[src/rtl/register_unit_mp_pkg.sv]
// Shared types and constants for the multi-port register unit.
// Optional write-to-read bypass is selected by REGUNIT_BYPASS_EN.
package regunit_pkg;

    localparam int DEF_XLEN  = 32;
    localparam int DEF_NREGS = 32;

    typedef enum logic {
        INIT = 1'b0,
        RUN  = 1'b1
    } state_t;

    // Low bit of port `port` inside a packed bundle of `width`-bit fields.
    function automatic int slice_lo(input int port, input int width);
        return port * width;
    endfunction

endpackage

[src/rtl/register_unit_mp_if.sv]
// Issue/writeback side signals of the register unit; master = pipeline, slave = register unit.
interface register_unit_mp_if #(
    parameter int XLEN  = 32,
    parameter int NREGS = 32,
    parameter int NRD   = 2
);
    localparam int AW = $clog2(NREGS);

    logic [NRD*AW-1:0]   rs;
    logic [NRD*XLEN-1:0] Rus;
    logic [NRD-1:0]      RsBusy;
    logic [AW-1:0]       rd;
    logic [XLEN-1:0]     DataWr;
    logic                RuWr;
    logic [AW-1:0]       ResRd;
    logic                ResEn;
    logic                Ready;

    modport master (
        output rs, rd, DataWr, RuWr, ResRd, ResEn,
        input  Rus, RsBusy, Ready
    );

    modport slave (
        input  rs, rd, DataWr, RuWr, ResRd, ResEn,
        output Rus, RsBusy, Ready
    );

endinterface

[src/rtl/register_unit_mp_scoreboard.sv]
// Busy-bit scoreboard: reserve sets, writeback clears, reserve wins on the same edge.
// With REGUNIT_BYPASS_EN a same-cycle writeback hides the busy bit it is about to clear.
module regunit_scoreboard
    import regunit_pkg::*;
#(
    parameter  int NREGS = DEF_NREGS,
    parameter  int NRD   = 2,
    localparam int AW    = $clog2(NREGS)
) (
    input  logic              CLK,
    input  logic              RST_N,
    input  logic              en_i,
    input  logic [NRD*AW-1:0] rs_i,
    input  logic [AW-1:0]     rd_i,
    input  logic              wr_i,
    input  logic [AW-1:0]     res_rd_i,
    input  logic              res_en_i,
    output logic [NRD-1:0]    rs_busy_o
);

    logic [NREGS-1:0] busy_q;
    logic [NREGS-1:0] busy_d;

    always_comb begin
        busy_d = busy_q;
        if (en_i) begin
            if (wr_i && rd_i != '0) busy_d[rd_i] = 1'b0;
            if (res_en_i && res_rd_i != '0) busy_d[res_rd_i] = 1'b1;
        end
    end

    always_ff @(posedge CLK or negedge RST_N) begin
        if (!RST_N) busy_q <= '0;
        else        busy_q <= busy_d;
    end

    always_comb begin
        rs_busy_o = '0;
        for (int i = 0; i < NRD; i++) begin
            rs_busy_o[i] = en_i && busy_q[rs_i[slice_lo(i, AW) +: AW]];
`ifdef REGUNIT_BYPASS_EN
            if (en_i && wr_i && rd_i != '0 && rs_i[slice_lo(i, AW) +: AW] == rd_i &&
                !(res_en_i && res_rd_i == rd_i))
                rs_busy_o[i] = 1'b0;
`endif
        end
    end

endmodule

[src/rtl/register_unit_mp.sv]
// Multi-read-port register unit with post-reset hardware clear and busy scoreboard.
// Define REGUNIT_BYPASS_EN to forward same-cycle writeback data to matching read ports.
//
// state | meaning
// INIT  | clearing register[cnt_q] each cycle, operations ignored, outputs read 0
// RUN   | Ready = 1, reads/writes/reserves active until next reset
module register_unit_mp
    import regunit_pkg::*;
#(
    parameter int XLEN  = DEF_XLEN,
    parameter int NREGS = DEF_NREGS,
    parameter int NRD   = 2
) (
    input logic               CLK,
    input logic               RST_N,
    register_unit_mp_if.slave bus
);

    localparam int AW = $clog2(NREGS);

    state_t          state_q;
    logic [AW-1:0]   cnt_q;
    logic [XLEN-1:0] regs_q [NREGS];
    logic [XLEN-1:0] rdata  [NRD];
    logic            ready;

    always_ff @(posedge CLK or negedge RST_N) begin
        if (!RST_N) begin
            state_q <= INIT;
            cnt_q   <= '0;
        end else if (state_q == INIT) begin
            cnt_q <= cnt_q + 1'b1;
            if (cnt_q == AW'(NREGS - 1)) state_q <= RUN;
        end
    end

    assign ready     = (state_q == RUN);
    assign bus.Ready = ready;

    // Storage has no reset: INIT sweeps every entry to zero before Ready.
    always_ff @(posedge CLK) begin
        if (state_q == INIT)
            regs_q[cnt_q] <= '0;
        else if (bus.RuWr && bus.rd != '0)
            regs_q[bus.rd] <= bus.DataWr;
    end

    always_comb begin
        for (int i = 0; i < NRD; i++) begin
            rdata[i] = '0;
            if (ready && bus.rs[slice_lo(i, AW) +: AW] != '0) begin
                rdata[i] = regs_q[bus.rs[slice_lo(i, AW) +: AW]];
`ifdef REGUNIT_BYPASS_EN
                if (bus.RuWr && bus.rs[slice_lo(i, AW) +: AW] == bus.rd)
                    rdata[i] = bus.DataWr;
`endif
            end
        end
    end

    always_comb begin
        bus.Rus = '0;
        for (int i = 0; i < NRD; i++)
            bus.Rus[slice_lo(i, XLEN) +: XLEN] = rdata[i];
    end

    regunit_scoreboard #(
        .NREGS (NREGS),
        .NRD   (NRD)
    ) u_scoreboard (
        .CLK       (CLK),
        .RST_N     (RST_N),
        .en_i      (ready),
        .rs_i      (bus.rs),
        .rd_i      (bus.rd),
        .wr_i      (bus.RuWr),
        .res_rd_i  (bus.ResRd),
        .res_en_i  (bus.ResEn),
        .rs_busy_o (bus.RsBusy)
    );

endmodule

[src/flat_wrapper.sv]
// flat-port wrapper written by rule: the top's interface ports become plain ports
module register_unit_mp_flat import regunit_pkg::*;
#(
    parameter int XLEN  = DEF_XLEN,
    parameter int NREGS = DEF_NREGS,
    parameter int NRD   = 2
)
  (CLK, RST_N, bus_rs, bus_rd, bus_DataWr, bus_RuWr, bus_ResRd, bus_ResEn, bus_Rus, bus_RsBusy, bus_Ready);
  register_unit_mp_if #(.XLEN(XLEN), .NREGS(NREGS), .NRD(NRD)) bus_i ();
  input logic CLK;
  input logic RST_N;
  input wire logic [$bits(bus_i.rs)-1:0] bus_rs;
  input wire logic [$bits(bus_i.rd)-1:0] bus_rd;
  input wire logic [$bits(bus_i.DataWr)-1:0] bus_DataWr;
  input wire logic [$bits(bus_i.RuWr)-1:0] bus_RuWr;
  input wire logic [$bits(bus_i.ResRd)-1:0] bus_ResRd;
  input wire logic [$bits(bus_i.ResEn)-1:0] bus_ResEn;
  output wire logic [$bits(bus_i.Rus)-1:0] bus_Rus;
  output wire logic [$bits(bus_i.RsBusy)-1:0] bus_RsBusy;
  output wire logic [$bits(bus_i.Ready)-1:0] bus_Ready;
  assign bus_i.rs = bus_rs;
  assign bus_i.rd = bus_rd;
  assign bus_i.DataWr = bus_DataWr;
  assign bus_i.RuWr = bus_RuWr;
  assign bus_i.ResRd = bus_ResRd;
  assign bus_i.ResEn = bus_ResEn;
  assign bus_Rus = bus_i.Rus;
  assign bus_RsBusy = bus_i.RsBusy;
  assign bus_Ready = bus_i.Ready;
  register_unit_mp #(.XLEN(XLEN), .NREGS(NREGS), .NRD(NRD)) u_core (.CLK(CLK), .RST_N(RST_N), .bus(bus_i));
endmodule
[config.mk]
export PLATFORM = sky130hd
export DESIGN_NAME = register_unit_mp_flat
export DESIGN_NICKNAME = d
export VERILOG_FILES = /design/src/rtl/register_unit_mp_pkg.sv /design/src/rtl/register_unit_mp_if.sv /design/src/rtl/register_unit_mp_scoreboard.sv /design/src/rtl/register_unit_mp.sv /design/src/flat_wrapper.sv
export SDC_FILE = /design/constraint.sdc
export NUM_CORES = 1
export LEC_CHECK = 0
export CAP_MARGIN = 25
export CORE_MARGIN = 5
export CORE_UTILIZATION = 31
export DETAILED_ROUTE_END_ITERATION = 10
export PLACE_DENSITY_LB_ADDON = 0.12
export SYNTH_ARGS = -nofsm -noshare
export SYNTH_HDL_FRONTEND = slang
export SYNTH_SLANG_ARGS = --single-unit
[constraint.sdc]
create_clock -name CLK -period 2.77 [get_ports CLK]
set_input_delay 0.4155 -clock CLK [delete_from_list [all_inputs] [get_ports CLK]]
set_output_delay 0.4155 -clock CLK [all_outputs]
set_load 0.01 [all_outputs]
==> flow_results.org <==
** Timing
- Setup violations remaining at the end of the flow were counted as 48.
- The number of slew-limit violations in the final report is 0.
- Post-route clock period utilization :: 110%
- Fmax :: 329 MHz
- RSZ-0062 raised after global routing :: yes
- The number of hold violations in the final report came to 0.
- The routed design could run at a clock period as short as slightly above 3000 ps.
- Final critical-path setup slack :: -272 ps
- Headroom to the max-slew limit :: 39.8%
- Worst-Margin Slew :: 902 ps
- The clock arrives with 31.6 ps of skew.

** Clocking
- Clk pin slew, worst setup/hold paths :: 60 ps
- In this run the clock root is driven by a sky130_fd_sc_hd__clkbuf_16.
- TritonCTS built the clock tree.
- Counting along the longest clock path gives a buffer depth of 3.
- The clock net in this run drives a total of 1062 sinks.
- CTS H-Tree Depth :: 3
- The number of clock buffers added by TritonCTS is 115.
- At the later pin of the worst-skew pair, clock insertion delay measures 740 ps.

** Yosys
- The cell area that synthesis handed to floorplanning was about 0.05 mm².
- In this run, synthesis produced a sequential element count of 1062.
- Mean post-synth cell area :: 16.4 µm²
- When the netlist entered floorplanning its net count stood at 3149.
- Area share of the leading cell type in the synthesized netlist :: 60.6%
- Number of synthesis warnings :: 0
- Counting every instance in the synthesized netlist gives 3091.
- The synthesized netlist contains 49 unique library cells.
- For this run, the register share of the synthesized area comes to 62.5%.
- Yosys top cell by area :: sky130_fd_sc_hd__edfxtp_1
- Most area-consuming cells after synthesis :: sky130_fd_sc_hd__edfxtp_1 (61%), sky130_fd_sc_hd__mux4_2 (12%), sky130_fd_sc_hd__mux2i_1 (10%)

** Detailed routing
- Post-detailed-route via-to-cell ratio :: 5.66
- Post-detailed-route wirelength per cell :: 33.7 µm
- The detail route stage leaves a number of antenna-violating nets equal to 0.
- Number of DRC violations after detailed routing :: 0
- Wires add up to approximately 200000 µm.
- Via count of the routed design :: approximately 34k
- The pre-antenna-repair detailed-routing pass consisted of 5 iterations.
- The detailed router finished its first iteration with 3478 violations.

** Global route
- The number of antenna violations at the first check in global routing came to 2.
- Wire length of the first global-routing pass :: between 200000 and 300000 µm
- The total overflow left after global routing is 0.
- The number of global-route vias before repair was roughly 35k.
- For this run, the total global-route usage over all layers was measured as 22.6%.
- Entering global routing, the biggest net connects 49 pins.

** Power
- Across the VDD grid, the largest voltage drop is 0.523 mV.
- Power per cell area :: 577 mW/mm²
- The analysis attributes to cell leakage a power of between 20 and 25 nW.
- Total power for the finished layout comes to 38.0 mW.

** Setup path
- CP Data Arrival Time :: between 2000 and 3000 ps
- Type of the worst setup path :: in2out
- STA classifies the critical path startpoint as an input port.
- Data required, critical path :: 2350 ps
- The worst setup path is captured at an output pin.
- In this run the worst path has a maximum fanout of 25.

** Cells and area
- The final layout contains 3715 nets.
- Multi-input combinational cell area :: 0.0192 mm²
- At the end of the flow the core is filled with cells to between 40% and 50%.
- The area growth from synthesis to layout is 29.8%.
- The finished layout holds 5932 standard cells, fillers aside.
- Fill cells in the final layout number 14.6k.
- In the final layout, flip-flops and latches occupy 0.0317 mm².
- Fraction of final layout cells sized beyond drive strength 1 :: between 30% and 40%

** Placement
- Buffers on Ports :: about 120
- DP HPWL :: around 130000 µm
- Cell count after placement :: ~5.6k
- Timing analysis after detailed placement gives a worst setup slack of -986 ps.
- Placer congestion estimate :: 0.843

** Floorplanning
- Total core area :: about 0.16 mm²
- Row cnt :: ~150
- Number of I/O pins :: about 120
- Die area :: 0.172 mm²
- The die is 414 µm wide.
- Starting density of the core :: 31.2%
- Measured along the y axis, the die boundary spans 414 µm.

** Run status
- The final reports fail on setup timing.
- The flow ran to the end, but the final reports show violations.

** Run
- Across the run, the number of max-cap violations was 0.

** Min path
- The min-delay analysis places its worst path in the category in2async.
## power by group
part | switching [mW] | internal [mW] | total, mW
registers | 0.0547 | 17.7 | 17.8
logic | 2.50 | 1.98 | 4.49
clock network | 6.68 | 9.04 | 15.7
## Yosys cell counts, drive strengths merged
cell type  instances
a22oi            108
nand2             93
o21a               1
nor3              36
a31oi              5
a221oi             1
a21boi             4
or3               11
o41ai              2
a211oi             5
a21o               1
xnor2              3
or4                6
mux4             279
or3b               6
and3               2
and3b              1
nand4b             2
nand4              4
edfxtp          1024
o2111a            27
nor2             113
a221o             27
a311o              5
nor4               2
clkbuf            91
inv                4
dfrtp             38
a41oi              2
ha                 2
and2              33
a22o               5
mux2             109
nor3b              1
nor2b             11
nand3             33
o21ai            126
o22ai             98
mux2i            527
or2                1
nand3b            10
a21oi             88
buf              144
## cell usage in the layout (no fill, tap or decap), types with 18 or more instances in the layout
cell type,Yosys,routed
sky130_fd_sc_hd__a21oi_1,88,73
sky130_fd_sc_hd__a221o_1,27,23
sky130_fd_sc_hd__a22oi_1,108,108
sky130_fd_sc_hd__and2_1,33,32
sky130_fd_sc_hd__buf_12,0,198
sky130_fd_sc_hd__buf_2,112,22
sky130_fd_sc_hd__buf_4,12,310
sky130_fd_sc_hd__buf_6,5,74
sky130_fd_sc_hd__clkbuf_16,0,119
sky130_fd_sc_hd__clkdlybuf4s50_1,0,47
sky130_fd_sc_hd__clkinv_1,0,33
sky130_fd_sc_hd__clkinv_2,0,24
sky130_fd_sc_hd__dfrtp_1,38,38
sky130_fd_sc_hd__edfxtp_1,1024,1024
sky130_fd_sc_hd__mux2_2,109,91
sky130_fd_sc_hd__mux2_4,0,18
sky130_fd_sc_hd__mux2i_1,527,502
sky130_fd_sc_hd__mux4_2,279,279
sky130_fd_sc_hd__nand2_1,93,85
sky130_fd_sc_hd__nand3_1,33,25
sky130_fd_sc_hd__nor2_1,113,72
sky130_fd_sc_hd__nor2_4,0,39
sky130_fd_sc_hd__o2111a_2,0,23
sky130_fd_sc_hd__o21ai_0,126,100
sky130_fd_sc_hd__o22ai_1,98,64
sky130_fd_sc_hd__o22ai_2,0,32
## sequential cells by signal (all words and copies together), names as in the netlist
register	flops
u_core.bus.Ready	1
u_core.regs_q	1024
u_core.u_scoreboard.busy_q	32
u_core.cnt_q	5
## critical path: stages
cell,delay [ps]
sky130_fd_sc_hd__buf_8,110
sky130_fd_sc_hd__buf_12,180
sky130_fd_sc_hd__buf_12,230
sky130_fd_sc_hd__buf_4,280
sky130_fd_sc_hd__buf_16,190
sky130_fd_sc_hd__mux4_2,310
sky130_fd_sc_hd__mux2_2,320
sky130_fd_sc_hd__a221o_1,360
sky130_fd_sc_hd__buf_6,150
## kinds of logic (layout without fill, tap and decap cells)
family | Yosys count | count (layout) | share of synthesized area (%)
other | 0 | 2 | 0
adders and majority gates | 2 | 2 | 0.0493
xor gates and xnor gates | 3 | 3 | 0.0518
AOI/OAI and AO/OA | 505 | 505 | 6.56
buffers and inverters | 239 | 903 | 2.21
DFF | 1062 | 1062 | 62.5
muxes | 915 | 915 | 25.2
and+or+nand+nor | 365 | 365 | 3.40
## layout make-up
class	count	area share (%)
Sequential cell	1062	48.2
Multi-Input combinational cell	1790	29.1
Timing Repair Buffer	684	12.8
Clock buffer	124	4.46
Tap cell	2175	4.13
Clock inverter	91	1.33
Inverter	4	0.0228
Antenna cell	2	0.00760
## through the flow
| step | setup TNS, ps | hold WS [ps] | area, µm² |
|---|---|---|---|
| global placement | -79240 | 392 | 60000 |
| CTS | -11120 | 339 | 65100 |
| finish | -5940 | 366 | 65800 |
| detailed placement | -82940 | 392 | 60000 |
| floorplan | -157010 | 120 | 50800 |
| global route | -9120 | 435 | 65800 |
## worst paths after layout
kind,from,endpoint,slack [ps],cells past startpoint
worst max-delay path,bus_rs[2],bus_Rus[14],-270,9
worst min-delay path,RST_N,u_core.bus.Ready$_DFF_PN0_,370,2
worst max register to register,u_core.bus.Ready$_DFF_PN0_,u_core.regs_q[14][22]$_DFFE_PP_,80,9
worst min register to register,u_core.u_scoreboard.busy_q[0]$_DFFE_PN0P_,u_core.u_scoreboard.busy_q[0]$_DFFE_PN0P_,410,0
max in group asynchronous,RST_N,u_core.u_scoreboard.busy_q[17]$_DFFE_PN0P_,1820,2
min in group CLK,u_core.u_scoreboard.busy_q[0]$_DFFE_PN0P_,u_core.u_scoreboard.busy_q[0]$_DFFE_PN0P_,410,0
## routing by layer
metal,vias up,GRT usage [%],routed length (µm)
met3,337,2.64,11300
met5,-,0,0
met1,18000,30.9,85600
met2,1322,37.3,95600
met4,0,7.79,7660
li1,13900,-,-
## repair_timing
item | in CTS | in global routing
cloned | 5 | 1
gates resized for setup | 518 | 108
hold endpoints to repair | 38 | 0
buffers inserted | 43 | 30
hold buffers | 1 | 0
pin swaps | 84 | 54
endpoints found under the setup margin | 104 | 64
Power figures use the tool's default switching activity.
